File: src/rtl/quad_velocity.sv
// Per-period velocity from a modular 32-bit position count, with a boxcar
// average over the last 2^AVG_LOG deltas and a zero-motion stall flag.
module quad_velocity #(
  parameter int PERIOD  = 50000,
  parameter int VEL_W   = 16,
  parameter int AVG_LOG = 2,
  parameter int STALL_N = 8
) (
  input  logic                    clk,
  input  logic                    reset,
  input  logic [31:0]             count,
  input  logic                    enable,
  output logic signed [VEL_W-1:0] velocity,
  output logic signed [VEL_W-1:0] velocity_avg,
  output logic                    valid,
  output logic                    saturated,
  output logic                    stalled
);

  localparam int DEPTH = 1 << AVG_LOG;
  localparam int PW    = (AVG_LOG > 0) ? AVG_LOG : 1;
  localparam int PS_W  = $clog2(PERIOD);
  localparam int SUM_W = VEL_W + AVG_LOG;
  localparam int ST_W  = $clog2(STALL_N + 1);
  localparam logic signed [63:0] VMAX = (64'sd1 <<< (VEL_W - 1)) - 64'sd1;
  localparam logic signed [63:0] VMIN = -(64'sd1 <<< (VEL_W - 1));

  logic [PS_W-1:0]         r_presc;
  logic [31:0]             r_count_prev;
  logic                    r_prime;
  logic signed [VEL_W-1:0] r_ring [DEPTH];
  logic [PW-1:0]           r_ptr;
  logic signed [SUM_W-1:0] r_sum;
  logic [ST_W-1:0]         r_stall_cnt;
  logic signed [VEL_W-1:0] r_velocity;
  logic signed [VEL_W-1:0] r_velocity_avg;
  logic                    r_valid;
  logic                    r_saturated;
  logic                    r_stalled;

  logic                    w_tick;
  logic                    w_prime;
  logic                    w_normal;
  logic [31:0]             w_delta32;
  logic signed [63:0]      w_delta64;
  logic signed [VEL_W-1:0] w_sat_val;
  logic                    w_clip;
  logic signed [VEL_W-1:0] w_oldest;
  logic signed [SUM_W-1:0] w_sum_next;
  logic signed [VEL_W-1:0] w_avg;
  logic [PW-1:0]           w_ptr_next;
  logic [ST_W-1:0]         w_stall_next;

  assign w_tick   = enable && (r_presc == PS_W'(PERIOD - 1));
  assign w_prime  = w_tick && r_prime;
  assign w_normal = w_tick && !r_prime;

  // Modular subtraction read as signed gives the right answer across the 0/0xFFFFFFFF seam.
  assign w_delta32 = count - r_count_prev;
  assign w_delta64 = {{32{w_delta32[31]}}, w_delta32};

  always_comb begin
    w_sat_val = VEL_W'(w_delta64);
    w_clip    = 1'b0;
    if (w_delta64 > VMAX) begin
      w_sat_val = VEL_W'(VMAX);
      w_clip    = 1'b1;
    end else if (w_delta64 < VMIN) begin
      w_sat_val = VEL_W'(VMIN);
      w_clip    = 1'b1;
    end
  end

  assign w_oldest   = r_ring[r_ptr];
  assign w_sum_next = r_sum - SUM_W'(w_oldest) + SUM_W'(w_sat_val);
  assign w_avg      = VEL_W'(w_sum_next >>> AVG_LOG);
  assign w_ptr_next = (r_ptr == PW'(DEPTH - 1)) ? '0 : r_ptr + PW'(1);

  always_comb begin
    w_stall_next = '0;
    if (w_sat_val == '0)
      w_stall_next = (r_stall_cnt == ST_W'(STALL_N)) ? r_stall_cnt : r_stall_cnt + ST_W'(1);
  end

  genvar gi;
  generate
    for (gi = 0; gi < DEPTH; gi++) begin : g_ring
      always_ff @(posedge clk) begin
        if (reset || w_prime)
          r_ring[gi] <= '0;
        else if (w_normal && (r_ptr == PW'(gi)))
          r_ring[gi] <= w_sat_val;
      end
    end
  endgenerate

  always_ff @(posedge clk) begin
    if (reset) begin
      r_presc        <= '0;
      r_count_prev   <= '0;
      r_prime        <= 1'b1;
      r_ptr          <= '0;
      r_sum          <= '0;
      r_stall_cnt    <= '0;
      r_velocity     <= '0;
      r_velocity_avg <= '0;
      r_valid        <= 1'b0;
      r_saturated    <= 1'b0;
      r_stalled      <= 1'b0;
    end else begin
      r_valid <= 1'b0;
      if (!enable) begin
        r_presc <= '0;
        r_prime <= 1'b1;
      end else begin
        r_presc <= w_tick ? '0 : r_presc + PS_W'(1);
      end
      if (w_prime) begin
        r_count_prev <= count;
        r_prime      <= 1'b0;
        r_ptr        <= '0;
        r_sum        <= '0;
        r_stall_cnt  <= '0;
      end else if (w_normal) begin
        r_count_prev   <= count;
        r_ptr          <= w_ptr_next;
        r_sum          <= w_sum_next;
        r_stall_cnt    <= w_stall_next;
        r_velocity     <= w_sat_val;
        r_velocity_avg <= w_avg;
        r_saturated    <= w_clip;
        r_stalled      <= (w_stall_next == ST_W'(STALL_N));
        r_valid        <= 1'b1;
      end
    end
  end

  assign velocity     = r_velocity;
  assign velocity_avg = r_velocity_avg;
  assign valid        = r_valid;
  assign saturated    = r_saturated;
  assign stalled      = r_stalled;

endmodule

File: config.mk
export PLATFORM = sky130hd
export DESIGN_NAME = quad_velocity
export DESIGN_NICKNAME = d
export VERILOG_FILES = /design/src/rtl/quad_velocity.sv
export SDC_FILE = /design/constraint.sdc
export NUM_CORES = 1
export LEC_CHECK = 0
export ABC_AREA = 1
export BUFFER_PORTS_ARGS = -buffer_cell sky130_fd_sc_hd__buf_2
export CAP_MARGIN = 40
export CELL_PAD_IN_SITES_DETAIL_PLACEMENT = 0
export CELL_PAD_IN_SITES_GLOBAL_PLACEMENT = 1
export CORE_MARGIN = 2
export CORE_UTILIZATION = 45
export DETAILED_ROUTE_END_ITERATION = 8
export PLACE_DENSITY_LB_ADDON = 0.1
export SYNTH_ARGS = -nofsm -noshare
export SYNTH_HDL_FRONTEND = slang
export SYNTH_SLANG_ARGS = --single-unit
File: constraint.sdc
create_clock -name clk -period 6.6 [get_ports clk]
set_input_delay 1.32 -clock clk [delete_from_list [all_inputs] [get_ports clk]]
set_output_delay 1.32 -clock clk [all_outputs]
set_load 0.01 [all_outputs]
==> results.json, run 1 <==
{
  "synth_cell_type_count": 52,
  "core_area_um2": 23600,
  "drt_iter0_drc": 428,
  "critical_path_class": "in -> reg",
  "viasPerCell": 4.92,
  "fmaxAchievable_mhz": 165,
  "final_nets": 1670,
  "finalSetupViolations": 0,
  "critPathBufInv": 5,
  "final_util": 0.518,
  "skew_ns": 0.0143,
  "cts_tree": "yes",
  "grt_max_degree": 62,
  "avgSynthCellArea_um2": 7.29,
  "peakVddDrop_v": 0.000137,
  "grt_usage": 0.227,
  "insertion_delay_ns": 0.44,
  "maxCapViolations": 0,
  "clk_transition_reported_paths_ns": 0.08,
  "drc": 0,
  "worstPathArrival_ns": 6.42,
  "critPathRequiredTime_ns": 6.95,
  "synth_ff_type": "dfxtp_1",
  "synth_fp_nets": 1602,
  "power_density_nw_per_um2": 224,
  "pin_count": 70,
  "wire_per_inst_um": 14.9,
  "synth.most_common_cell": "nand2_1",
  "finalMaxSlewViolations": 0,
  "yosysTopAreaCell": "dfxtp_1",
  "worst_pin_slew_ns": 0.847,
  "min_period_over_period": 0.920,
  "p_leak_nw": 5.64,
  "gp_congestion": 0.877,
  "grt_pass1_vias": 9175,
  "area_growth_pct": 12.5,
  "fillers": 2405,
  "period_needed_ns": 6.07,
  "synthTopCellsByArea": "dfxtp_1, edfxtp_1, nand2_1, inv_1, ha_1",
  "placed_cell_area_um2": 11600,
  "synth_top_area_frac": 0.202,
  "yosysSeqAreaShare": 0.379,
  "grt_pass1_wl_um": 46300,
  "die_x_um": 159,
  "drt_pass1_iterations": 5,
  "timing_hold_violations_final": 0,
  "ys_warn_count": 0,
  "synth_edf_count": 64,
  "multiInputGateArea_um2": 5600,
  "grt-ovfl-total": 0,
  "cpLargestDelayFamily": "simple AND/OR/NAND/NOR gates",
  "cts_sinks": 174,
  "ys_ff_latch": 174,
  "seq_area_um2": 4120,
  "end_kind": "flop",
  "hp-class": "reg -> reg",
  "cp_slowest_cell": "fa_1",
  "syn_inst": 1493,
  "hpwl_um": 21300,
  "die_h_um": 159,
  "die_area_um2": 25400,
  "power_mw": 2.74,
  "cp_slowest_stage_delay_ns": 0.50,
  "relSlewSlack": 0.434,
  "fin_setup_tns_ns": 0,
  "cpMostUsedCell": "nand2_1",
  "vias": 9311,
  "numCtsBuffers": 17,
  "rsz0062_at_grt": "false",
  "layout-drive-gt1-share": 0.115,
  "antenna_found_initial": 0,
  "port_buffers": 69,
  "synthTopCellsByCount": "nand2_1, inv_1, nor2_1, a21oi_1, dfxtp_1",
  "synth-async-reset-ratio": 0,
  "antenna_left": 0,
  "critPathLaunchType": "input pin",
  "cts_max_path_buffers": 2,
  "rows": 56,
  "outcome": "finished clean",
  "start_util": 0.461,
  "synth_area_um2": 10900,
  "finalWirelength_um": 28300,
  "cts-root-buf": "clkbuf_16",
  "num_antenna_cells": 0,
  "crit_fanout": 5,
  "fin_area_um2": 12200,
  "post_cts_buffers": 0,
  "cts_htree_levels": 4
}
==> per-stage QoR <==
stage	hold slack, ns	cells	setup WS, ns
after floorplan	0.418	1493	0.585
after global placement	0.431	1859	0.0399
after detailed placement	0.438	1861	0.00964
after CTS	0.457	1893	0.432
after global routing	0.473	1893	0.00258
final	0.454	1893	0.531
==> final timing paths <==
kind                            cells after the start    endpoint            start  slack [ns]
worst max-delay path                               38   r_sum[15]         count[0]        0.53
worst min-delay path                                1  r_presc[0]       r_presc[0]        0.45
worst max register to register                     36   r_sum[15]  r_count_prev[0]        1.24
worst min register to register                      1  r_presc[0]       r_presc[0]        0.45
==> per-layer routing <==
layer | part of all wire | track usage | wire [um]
met1 | 0.46 | 0.286 | 12900
met2 | 0.50 | 0.406 | 14100
met3 | 0.028 | 0.0310 | 781
met4 | 0.017 | 0.0669 | 482
met5 | 0 | 0 | 0
==> flip-flops by register name (all words and copies together), names as in the netlist, 2 cells and up, named ones only <==
signal        flops
r_count_prev     32
r_presc          16
r_ptr             2
r_ring           64
r_stall_cnt       4
r_sum            18
velocity         16
velocity_avg     16
==> where the power goes <==
group,total [mW],leakage [nW],internal [mW],switching (mW)
clock network,1.07,0.304,0.555,0.518
registers,1.13,1.49,1.13,0.00553
logic,0.536,3.84,0.191,0.345
total,2.74,5.64,1.87,0.869
==> cell families (layout without fill, tap and decap cells) <==
kind of cell / after synthesis / after routing / synth area share
simple gates: 655 / 655 / 0.262
buf+inv: 301 / 382 / 0.107
compound gates: 262 / 262 / 0.131
xor+xnor: 27 / 27 / 0.0235
fa+ha+maj: 74 / 74 / 0.0975
flops: 174 / 174 / 0.379
==> timing repair <==
item                                    CTS  global route
endpoints found under the setup margin    0             4
hold buffers                              0             0
resized for setup                         0             4
==> layout by cell type, fill, tap and decap left out, types with 8 or more instances in the layout <==
cell type,count
ha_1,56
buf_2,69
clkbuf_16,17
nand2_2,16
o211ai_1,9
edfxtp_1,64
nor2_2,10
a21oi_1,130
nand3_1,53
xnor2_1,8
dfxtp_1,110
nor2_1,150
nand4_1,14
nand2_1,355
nor3_1,16
fa_1,18
o21ai_0,86
buf_4,20
o22ai_1,13
inv_1,256
xor2_1,18
==> final cells by class <==
class	instances	area share
Inverter	260	0.0800
Clock buffer	17	0.0348
Tap cell	319	0.0326
Multi-Input combinational cell	1018	0.458
Clock inverter	15	0.0162
Timing Repair Buffer	90	0.0417
Sequential cell	174	0.337
(Power assumes the default switching activity.)
==> inputs of run 2 (changes only) <==
--- a/config.mk
+++ b/config.mk
@@ -14,6 +14,7 @@
 export CORE_UTILIZATION = 45
 export DETAILED_ROUTE_END_ITERATION = 8
 export PLACE_DENSITY_LB_ADDON = 0.1
+export RECOVER_POWER = 25
 export SYNTH_ARGS = -nofsm -noshare
 export SYNTH_HDL_FRONTEND = slang
 export SYNTH_SLANG_ARGS = --single-unit
==> run 2 against run 1 <==
The flow now finishes with violations (capacitance limit, slew limit); clock power about the same; sequential share of layout area is 0.14 points higher; final area fell by 0.42%; fmax down 0.13%; largest cell class unchanged; clock skew is 0.00086 ns lower; worst hold slack did not move; sequential power about the same; cell count did not move; first-iteration DRC count rose by 5.1%; non-clock buffer count is the same; flip-flop and latch count unchanged; total power barely moved.
==> results.json, run 2 (same netlist as run 1, synthesis figures left out) <==
{
  "crit_fanout": 5,
  "reg2reg_depth": 36,
  "critical_path_class": "in -> reg",
  "largest_reg_flops": 64,
  "post_cts_buffers": 0,
  "die_h_um": 159,
  "cts_sinks": 174,
  "grt_pass1_vias": 9175,
  "numCtsBuffers": 17,
  "period_needed_ns": 6.08,
  "timing_hold_violations_final": 0,
  "end_kind": "flop",
  "cp_slowest_cell": "fa_1",
  "place_ws_ns": 0.00964,
  "core_area_um2": 23600,
  "relSlewSlack": -0.451,
  "antenna_found_initial": 0,
  "hold_depth": 1,
  "min_period_over_period": 0.921,
  "worstPathArrival_ns": 6.43,
  "wire_per_inst_um": 14.9,
  "insertion_delay_ns": 0.44,
  "viasPerCell": 4.92,
  "gp_congestion": 0.877,
  "skew_ns": 0.0134,
  "drc": 0,
  "finalSetupViolations": 0,
  "violations": "capacitance limit, slew limit",
  "cp_slowest_stage_delay_ns": 0.50,
  "holdWs_ns": 0.454,
  "peakVddDrop_v": 0.000134,
  "fmaxAchievable_mhz": 165,
  "hpwl_um": 21300,
  "p_leak_nw": 5.48,
  "mostFrequentLayoutCells": "nand2_1, inv_1, nor2_1, a21oi_1, dfxtp_1",
  "top_regs": "r_ring: 64 flops, r_count_prev: 32 flops, r_sum: 18 flops",
  "critPathRequiredTime_ns": 6.95,
  "cts_max_path_buffers": 2,
  "area_growth_pct": 12.0,
  "final_nets": 1670,
  "maxCapViolations": 1,
  "drt_pass1_iterations": 5,
  "fin_setup_tns_ns": 0,
  "grt_max_degree": 62,
  "vias": 9316,
  "cpMostUsedCell": "nand2_1",
  "grt_pass1_wl_um": 46300,
  "finalMaxSlewViolations": 54,
  "start_util": 0.461,
  "port_buffers": 69,
  "die_x_um": 159,
  "rows": 56,
  "cts_hold_buffers": 0,
  "die_area_um2": 25400,
  "num_antenna_cells": 0,
  "cts_tree": "yes",
  "worst_pin_slew_ns": 2.18,
  "outcome": "finished, violations left",
  "finalWirelength_um": 28300,
  "rsz0062_at_grt": "false",
  "pin_count": 70,
  "hp-class": "reg -> reg",
  "cts-root-buf": "clkbuf_16",
  "critPathLaunchType": "input pin",
  "power_mw": 2.74,
  "final_common_cell": "nand2_1",
  "layout_setup_ws_ns": 0.523,
  "cts_htree_levels": 4,
  "antenna_left": 0,
  "grt_usage": 0.227,
  "cts_resized": 0,
  "drt_iter0_drc": 450,
  "final_util": 0.516,
  "layout-drive-gt1-share": 0.0915,
  "power_density_nw_per_um2": 225,
  "grt-ovfl-total": 0,
  "regMostFlops": "r_ring",
  "clk_transition_reported_paths_ns": 0.08
}
-- run 2: cell type report --
type	count	area, um^2
fillers	2433	11400
clock inverters	15	198
repair buffers	90	459
well taps	319	399
clock buffers	17	425
multi-input cells	1018	5600
inverters	260	978
flip-flops and latches	174	4120
-- run 2: final timing paths --
path / slack, ns / to / from
hold / removal: 0.45 / r_presc[0] / r_presc[0]
setup reg to reg: 1.23 / r_sum[15] / r_count_prev[0]
setup / recovery: 0.52 / r_sum[15] / count[0]
hold reg to reg: 0.45 / r_presc[0] / r_presc[0]
-- run 2: power breakdown --
group          internal [mW]  switching [mW]  total [mW]
clock                  0.555           0.518        1.07
sequential              1.13         0.00551        1.13
combinational          0.191           0.345       0.536
-- run 2: per-layer routing --
layer  wire length [um]  GRT usage  up-vias
met5                  0          0        -
met4                446     0.0669        0
met3                781     0.0310       23
met2              14200      0.406      128
met1              12800      0.286     4256
li1                   -          -     4909
-- run 2: critical path, delay by kind of cell --
kind	cells	cell delay [ns]
AO/OA/AOI/OAI	8	1.40
AND/OR/NAND/NOR	21	1.95
adder cells (fa/ha/maj)	4	1.41
buffers and inverters	5	0.32
-- run 2: stage by stage --
step / area (um^2) / instances
2_1_floorplan: 10900 / 1493
3_3_place_gp: 11600 / 1859
3_5_place_dp: 11600 / 1861
4_1_cts: 12200 / 1893
5_1_grt: 12200 / 1893
6_report: 12200 / 1893
==> inputs of run 3 (changes only) <==
--- a/config.mk
+++ b/config.mk
@@ -15,6 +15,7 @@
 export DETAILED_ROUTE_END_ITERATION = 8
 export PLACE_DENSITY_LB_ADDON = 0.1
 export RECOVER_POWER = 25
+export REMOVE_ABC_BUFFERS = 1
 export SYNTH_ARGS = -nofsm -noshare
 export SYNTH_HDL_FRONTEND = slang
 export SYNTH_SLANG_ARGS = --single-unit
==> constraint.sdc (replaced) <==
create_clock -name clk -period 6.6 [get_ports clk]
set_input_delay 0 -clock clk [delete_from_list [all_inputs] [get_ports clk]]
set_output_delay 0 -clock clk [all_outputs]
set_load 0.01 [all_outputs]
==> run 3 against run 2 <==
The run still ends with capacitance limit, slew limit left; cell count is 1.1% higher; clock-buffer cell count stayed put; combinational power is 2% lower; clock power is 7% lower; global-route usage is 0.37 points lower; total power is 3.3% lower; non-clock buffer count is 21 higher; register-to-register slack worse by 0.34 ns; die area stayed put; worst setup slack better by 0.37 ns; largest cell class unchanged; highest routed layer unchanged.
==> results.json, run 3 (same netlist as run 1, synthesis figures left out) <==
{
  "grt_max_degree": 51,
  "comb_power_share": 0.198,
  "cpMostUsedCell": "nand2_1",
  "reg2reg_depth": 36,
  "r2r_setup_slack_ns": 0.89,
  "critPathLaunchType": "flop",
  "rsz0062_at_grt": "false",
  "outcome": "finished, violations left",
  "routed-wl-met2_um": 13900,
  "drt-met1-wl_um": 12500,
  "worstPathArrival_ns": 6.06,
  "routed-wl-met3_um": 930,
  "antenna_left": 0,
  "grt_pass1_wl_um": 45800,
  "regMostFlops": "r_ring",
  "cp_slowest_stage_delay_ns": 0.54,
  "gp_congestion": 0.947,
  "top_regs": "r_ring: 64 flops, r_count_prev: 32 flops, r_sum: 18 flops",
  "grt-ovfl-total": 0,
  "worst_pin_slew_ns": 1.73,
  "fmaxAchievable_mhz": 175,
  "top_layer": "met4",
  "hpwl_um": 21300,
  "fin_setup_tns_ns": 0,
  "area_growth_pct": 13.7,
  "hold_depth": 2,
  "end_kind": "flop",
  "intPower_mw": 1.82,
  "period_needed_ns": 5.71,
  "antenna_found_initial": 0,
  "rows": 56,
  "peakVddDrop_v": 0.000167,
  "layout-drive-gt1-share": 0.0815,
  "drt_iter0_drc": 645,
  "drt_pass1_iterations": 5,
  "cts_max_path_buffers": 2,
  "p_seq_frac": 0.428,
  "wire_per_inst_um": 14.7,
  "die_x_um": 159,
  "finalMaxSlewViolations": 51,
  "core_area_um2": 23600,
  "placed_cells": 1849,
  "cp_slowest_cell": "fa_1",
  "final_nets": 1691,
  "cts_resized": 0,
  "viasPerCell": 5.00,
  "vias": 9579,
  "largest_reg_flops": 64,
  "post_cts_buffers": 0,
  "die_area_um2": 25400,
  "critical_path_class": "reg -> reg",
  "grt_pass1_vias": 9272,
  "pin_count": 70,
  "finalSetupViolations": 0,
  "p_leak_nw": 5.54,
  "p_switching_uw": 831,
  "critPathRequiredTime_ns": 6.95,
  "final_util": 0.524,
  "relSlewSlack": -0.155,
  "grt_usage": 0.224,
  "die_h_um": 159,
  "holdWs_ns": 0.0507,
  "worstHoldStart": "reset",
  "r2r_start": "r_count_prev[0]",
  "maxCapViolations": 1,
  "mostFrequentLayoutCells": "nand2_1, inv_1, nor2_1, a21oi_1, dfxtp_1",
  "clk_transition_reported_paths_ns": 0.07,
  "r2r_end": "r_sum[15]",
  "start_util": 0.461,
  "finalNonFillerCells": 1914,
  "crit_fanout": 19,
  "numCtsBuffers": 17,
  "finalWirelength_um": 28200,
  "cts-root-buf": "clkbuf_16",
  "port_buffers": 69,
  "skew_ns": 0.0129,
  "cts_sinks": 174,
  "cts_htree_levels": 4,
  "insertion_delay_ns": 0.43,
  "final_common_cell": "nand2_1",
  "min_to": "valid",
  "drc": 0,
  "hp-class": "in -> reg",
  "num_antenna_cells": 0,
  "power_density_nw_per_um2": 214,
  "min_period_over_period": 0.865,
  "timing_hold_violations_final": 0,
  "clkPwrFrac": 0.374,
  "violations": "capacitance limit, slew limit",
  "cts_tree": "yes",
  "swShare": 0.313
}
## run 3: worst max path at each step
stage                               start   endpoint  slack [ns]  cells past startpoint
after CTS                 r_count_prev[0]  r_sum[15]        0.83                     36
after floorplan           r_count_prev[0]  r_sum[15]        1.59                     36
final                     r_count_prev[0]  r_sum[15]        0.89                     36
after detailed placement  r_count_prev[0]  r_sum[15]        0.87                     36
after global routing      r_count_prev[8]  r_sum[15]        0.28                     35
after global placement    r_count_prev[0]  r_sum[15]        0.91                     36
## run 3: cell type report
class / count / area (um^2)
Clock buffer: 17 / 425
Clock inverter: 15 / 144
Fill cell: 2430 / 11200
Inverter: 260 / 978
Multi-Input combinational cell: 1018 / 5590
Sequential cell: 174 / 4120
Tap cell: 319 / 399
Timing Repair Buffer: 111 / 711
## run 3: power by group through the flow
stage                     clock network (mW)  registers, mW  logic (mW)
final                                  0.992           1.14       0.526
after global routing                    1.05           1.14       0.604
after CTS                               1.01           1.14       0.531
after detailed placement                   0           1.16       0.512
after global placement                     0           1.16       0.509
after floorplan                            0           1.16       0.374
## run 3: layer usage
layer,global-route usage,vias up
met5,0,-
met4,0.0860,0
li1,-,4959
met1,0.275,4384
met3,0.0247,50
met2,0.401,186
## run 3: critical path, delay by kind of cell, from the launching register on
kind	cells	cell delay, ns
buffers and inverters	3	0.16
AND/OR/NAND/NOR	21	2.15
AO/OA/AOI/OAI	8	1.51
adder cells (fa/ha/maj)	4	1.46
flip-flops	1	0.33
## run 3: timing repair
action	in CTS	in global routing
endpoints found under the setup margin	0	0
hold buffers	33	0
endpoints found under the hold margin	34	0
## run 3: stage by stage
stage / instance area (um^2) / setup slack (ns) / total power [mW]
2_1_floorplan: 10700 / 1.59 / 1.53
3_3_place_gp: 11500 / 0.908 / 1.67
3_5_place_dp: 11500 / 0.865 / 1.67
4_1_cts: 12400 / 0.832 / 2.67
5_1_grt: 12400 / 0.280 / 2.79
6_report: 12400 / 0.894 / 2.65
